**src/rtl/system_controller_pkg.sv**
```systemverilog
// Definitions shared by the UART receiver and transmitter controllers:
// command codes, fixed ALU operand addresses and the receiver FSM encoding.
package system_controller_pkg;

  localparam logic [7:0] CMD_REG_WRITE       = 8'hAA;
  localparam logic [7:0] CMD_REG_READ        = 8'hBB;
  localparam logic [7:0] CMD_ALU_OPERANDS    = 8'hCC;
  localparam logic [7:0] CMD_ALU_NO_OPERANDS = 8'hDD;

  localparam int unsigned OPERAND_A_ADDR = 0;
  localparam int unsigned OPERAND_B_ADDR = 1;

  typedef enum logic [2:0] {
    IDLE          = 3'd0,
    WRITE_ADDRESS = 3'd1,
    WRITE_DATA    = 3'd2,
    READ_ADDRESS  = 3'd3,
    OPERAND_A     = 3'd4,
    OPERAND_B     = 3'd5,
    ALU_FUNCTION  = 3'd6
  } rx_state_e;

endpackage

```
**src/rtl/uart_receiver_controller.sv**
```systemverilog
// Decodes command bytes from the UART receiver into register-file and ALU
// strobes; every output is a flop updated one cycle after the accepted byte.
module uart_receiver_controller #(
  parameter int DATA_WIDTH         = 8,
  parameter int ADDRESS_WIDTH      = 4,
  parameter int ALU_FUNCTION_WIDTH = 4
) (
  input  logic                          clk,
  input  logic                          reset,
  input  logic [DATA_WIDTH-1:0]         received_data,
  input  logic                          received_data_valid,
  input  logic                          enable,
  output logic [ADDRESS_WIDTH-1:0]      address,
  output logic                          write_enable,
  output logic [DATA_WIDTH-1:0]         write_data,
  output logic                          read_enable,
  output logic                          ALU_enable,
  output logic [ALU_FUNCTION_WIDTH-1:0] ALU_function,
  output logic                          clock_gate_enable
);

  import system_controller_pkg::*;

  rx_state_e                     state_q, state_d;
  logic [ADDRESS_WIDTH-1:0]      address_q, address_d;
  logic                          write_enable_q, write_enable_d;
  logic [DATA_WIDTH-1:0]         write_data_q, write_data_d;
  logic                          read_enable_q, read_enable_d;
  logic                          alu_enable_q, alu_enable_d;
  logic [ALU_FUNCTION_WIDTH-1:0] alu_function_q, alu_function_d;
  logic                          clock_gate_enable_q, clock_gate_enable_d;
  logic                          gate_tail_q, gate_tail_d;

  always_ff @(posedge clk or negedge reset) begin
    if (!reset) begin
      state_q             <= IDLE;
      address_q           <= '0;
      write_enable_q      <= 1'b0;
      write_data_q        <= '0;
      read_enable_q       <= 1'b0;
      alu_enable_q        <= 1'b0;
      alu_function_q      <= '0;
      clock_gate_enable_q <= 1'b0;
      gate_tail_q         <= 1'b0;
    end else begin
      state_q             <= state_d;
      address_q           <= address_d;
      write_enable_q      <= write_enable_d;
      write_data_q        <= write_data_d;
      read_enable_q       <= read_enable_d;
      alu_enable_q        <= alu_enable_d;
      alu_function_q      <= alu_function_d;
      clock_gate_enable_q <= clock_gate_enable_d;
      gate_tail_q         <= gate_tail_d;
    end
  end

  always_comb begin
    state_d             = state_q;
    address_d           = address_q;
    write_enable_d      = 1'b0;
    write_data_d        = write_data_q;
    read_enable_d       = 1'b0;
    alu_enable_d        = 1'b0;
    alu_function_d      = alu_function_q;
    clock_gate_enable_d = clock_gate_enable_q;
    gate_tail_d         = alu_enable_q;

    // Gated clock stays on for one cycle after the ALU start strobe.
    if (gate_tail_q) clock_gate_enable_d = 1'b0;

    if (received_data_valid) begin
      case (state_q)
        IDLE: begin
          if (enable) begin
            if (received_data == DATA_WIDTH'(CMD_REG_WRITE)) begin
              state_d = WRITE_ADDRESS;
            end else if (received_data == DATA_WIDTH'(CMD_REG_READ)) begin
              state_d = READ_ADDRESS;
            end else if (received_data == DATA_WIDTH'(CMD_ALU_OPERANDS)) begin
              state_d             = OPERAND_A;
              clock_gate_enable_d = 1'b1;
              gate_tail_d         = 1'b0;
            end else if (received_data == DATA_WIDTH'(CMD_ALU_NO_OPERANDS)) begin
              state_d             = ALU_FUNCTION;
              clock_gate_enable_d = 1'b1;
              gate_tail_d         = 1'b0;
            end
          end
        end
        WRITE_ADDRESS: begin
          address_d = received_data[ADDRESS_WIDTH-1:0];
          state_d   = WRITE_DATA;
        end
        WRITE_DATA: begin
          write_data_d   = received_data;
          write_enable_d = 1'b1;
          state_d        = IDLE;
        end
        READ_ADDRESS: begin
          address_d     = received_data[ADDRESS_WIDTH-1:0];
          read_enable_d = 1'b1;
          state_d       = IDLE;
        end
        OPERAND_A: begin
          address_d      = ADDRESS_WIDTH'(OPERAND_A_ADDR);
          write_data_d   = received_data;
          write_enable_d = 1'b1;
          state_d        = OPERAND_B;
        end
        OPERAND_B: begin
          address_d      = ADDRESS_WIDTH'(OPERAND_B_ADDR);
          write_data_d   = received_data;
          write_enable_d = 1'b1;
          state_d        = ALU_FUNCTION;
        end
        ALU_FUNCTION: begin
          alu_function_d = received_data[ALU_FUNCTION_WIDTH-1:0];
          alu_enable_d   = 1'b1;
          state_d        = IDLE;
        end
        default: state_d = IDLE;
      endcase
    end
  end

  assign address           = address_q;
  assign write_enable      = write_enable_q;
  assign write_data        = write_data_q;
  assign read_enable       = read_enable_q;
  assign ALU_enable        = alu_enable_q;
  assign ALU_function      = alu_function_q;
  assign clock_gate_enable = clock_gate_enable_q;

endmodule

```
**config.mk**
```make
export PLATFORM = sky130hd
export DESIGN_NAME = uart_receiver_controller
export DESIGN_NICKNAME = d
export VERILOG_FILES = /design/src/rtl/system_controller_pkg.sv /design/src/rtl/uart_receiver_controller.sv
export SDC_FILE = /design/constraint.sdc
export NUM_CORES = 1
export LEC_CHECK = 0
export ABC_CLOCK_PERIOD_IN_PS = 1500
export BUFFER_PORTS_ARGS = -buffer_cell sky130_fd_sc_hd__buf_2
export CORE_MARGIN = 2
export CORE_UTILIZATION = 47
export CTS_BUF_LIST = sky130_fd_sc_hd__clkbuf_8
export CTS_CLUSTER_SIZE = 20
export DETAILED_ROUTE_END_ITERATION = 7
export HOLD_SLACK_MARGIN = 0.03
export PLACE_DENSITY = 0.76
export SYNTH_ARGS = -nofsm -noshare
export SYNTH_HDL_FRONTEND = slang
export SYNTH_SLANG_ARGS = --single-unit
```
**constraint.sdc**
```tcl
create_clock -name clk -period 1.5 [get_ports clk]
set_input_delay 0 -clock clk [delete_from_list [all_inputs] [get_ports clk]]
set_output_delay 0 -clock clk [all_outputs]
set_load 0.03 [all_outputs]
```
==> metrics <==
Iteration-0 DRC Markers=29; minimum clock period=1520 ps; dpl ws=-5.65 ps; CP cell instances=inv_2 > or4_4 > mux2_4; RSZ-0062 raised after global routing=yes; Num CTS Buffers=3; nets=143; FF+latch count, synth=24; DR pass1 iterations=4; Setup CP Type=flop to flop; Layout Skew=2.40 ps; status=complete, but fails checks; critical path's largest stage delay=600 ps; min setup slack post-route=-15.2 ps; f_max=0.660 GHz; Post-synth top flop=dfrtp_1; Critical Path RT=1650 ps; clock-pin slew on the worst setup and hold paths=80 ps; gr ovfl total=0; top-area cell type share of the netlist area=55.7%; area delta synth->final=33.8%; Hold Path Class=input port to flop; Core ar.=2190 um2; Slew headroom=64.9%; failing checks=negative setup slack; clk_lat worst skew=260 ps; Max VDD drop=1.18 mV; Final Util=65.8%; all-layer global routing usage=18.3%; post-synth top area cell=dfrtp_1; Distinct cells, synth=34; average wire per standard cell=15.1 um; die width=51.9 um; IO Pins=32; CTS tree=done; FFs w/ async S/R, synth=100%; die area=2690 um2; antenna fix cells=0; hpwl dp=1.67 mm; syn avg cell area=13.0 um2; vias per inst=5.28; Area contributors post-synth=dfrtp_1, mux2_2, mux2_4; # port buffers=31; crit share post-route=101%; FP Rows=17; initial antenna violation count=0; slowest CP cell=or4_4; Pleak=0.715 nW; slew of the pin with the lowest slew margin=526 ps; Power Density=1590 nW/um2; Root Buffer=clkbuf_8; max cap viols=0; CTS H-tree depth=1; gpl congestion=0.808; vias in the first global route=734; mapped cell area=1080 um2; Seq/Total Area, Yosys=55.7%; maximum root-to-sink buffer count=2; first-pass GRT wire length=3.49 mm; CP Data Arrival Time=1670 ps; routed wire length=2.38 mm; type of origin of the critical path=flop; Synth warnings=0; EDFF count, synth=0; Setup crit end kind=flop; syn nets=95; total number of vias=834; critical-path maximum fanout=7; final hold violations=0; residual DRC count=0; initial core utilization=49.2%; share of layout cells above drive strength 1=50.0%; largest net degree at the start of global routing=25; Final Setup Violations=4; # clock sinks=24; post-route ant nets=0; max-slew violation count=0; Syn Inst Count=83; die height=51.9 um
## layer usage
| metal | GRT usage [%] | share of wire [%] | vias to the layer above |
|---|---|---|---|
| met4 | 7.89 | 0.59 | 0 |
| met5 | 0 | 0 | - |
| met1 | 25.3 | 45 | 406 |
| met2 | 27.0 | 49 | 29 |
| li1 | - | - | 397 |
| met3 | 4.60 | 5.3 | 2 |
## power breakdown
part | internal (mW) | leakage [nW] | switching [mW]
Clock | 0.234 | 0.0288 | 0.195
Sequential | 0.824 | 0.293 | 0.103
Combinational | 0.373 | 0.393 | 0.567
## sequential cells by signal, summed over array words and instances (netlist names)
| register | cells |
|---|---|
| write_data | 8 |
| ALU_function | 4 |
| address | 4 |
| state_q | 3 |
| ALU_enable | 1 |
| clock_gate_enable | 1 |
| gate_tail_q | 1 |
| read_enable | 1 |
| write_enable | 1 |
## final cells by class
cell class,count,area [um2]
clock buffer,4,55.1
fill,174,748
inverter,5,18.8
multi-input combinational,50,442
sequential,24,602
tap,28,35.0
timing repair buffer,47,290
## synth_stat cells, drive strengths merged (2+ instances only)
cell type and instances:
dfrtp 24, nand2b 2, buf 2, inv 5, clkbuf 2, o2bb2ai 3
o21ai 4, mux2 12, or4bb 2, nor2b 3, nor2 3, o41ai 2
a21oi 3
## kinds of logic (layout without fill, tap and decap cells)
logic type      after synthesis  after routing  share of synthesized area, %
buf+inv                       9             56                          3.94
mux                          12             12                          13.9
simple gates                 19             19                          12.3
xor+xnor                      1              1                         0.812
flops                        24             24                          55.7
compound gates               18             18                          13.3
## final timing paths
kind	startpoint	endpoint	depth (start not counted)	slack, ps
hold / removal	received_data[6]	state_q[0]	3	60
setup / recovery	state_q[1]	ALU_function[1]	3	-20
setup reg to reg	state_q[1]	ALU_function[1]	3	-20
min in group asynchronous	reset	clock_gate_enable	2	240
hold reg to reg	clock_gate_enable	clock_gate_enable	2	490
max in group asynchronous	reset	state_q[1]	2	890
## repair_timing
item,CTS,global route
setup buffers,1,3
pin swaps,1,1
endpoints found under the hold margin,28,1
gates resized for setup,0,2
endpoints found under the setup margin,4,5
hold buffers,5,1
## stage by stage
step / cells / area (um2) / hold WS [ps] / TNS (ps) / power [mW]
2_1_floorplan: 83 / 1080 / -296 / 0 / 1.55
4_1_cts: 154 / 1400 / 38.5 / -45.0 / 2.28
6_report: 158 / 1440 / 55.2 / -48.8 / 2.30
3_3_place_gp: 144 / 1290 / 5.07 / 0 / 1.81
3_5_place_dp: 144 / 1290 / 2.65 / -5.91 / 1.84
5_1_grt: 158 / 1440 / 52.7 / -185 / 2.42
## critical path: cells and delay by family (launching register included)
kind | cells | cell delay [ps]
multiplexers | 1 | 320
buffers and inverters | 1 | 60
AND/OR/NAND/NOR | 1 | 600
flip-flops | 1 | 420
## cell usage in the layout, fill, tap and decap left out, types with 2 or more instances in the layout
| cell type | n |
|---|---|
| buf_4 | 10 |
| a21oi_1 | 3 |
| clkbuf_8 | 4 |
| nor2_1 | 3 |
| mux2_2 | 8 |
| dlygate4sd3_1 | 6 |
| inv_1 | 4 |
| nand2b_1 | 2 |
| o2bb2ai_1 | 3 |
| o21ai_0 | 3 |
| dfrtp_1 | 23 |
| mux2_4 | 4 |
| nor2b_1 | 3 |
| or4bb_1 | 2 |
| buf_2 | 31 |
Note: power is estimated with default switching activity, not from simulation.
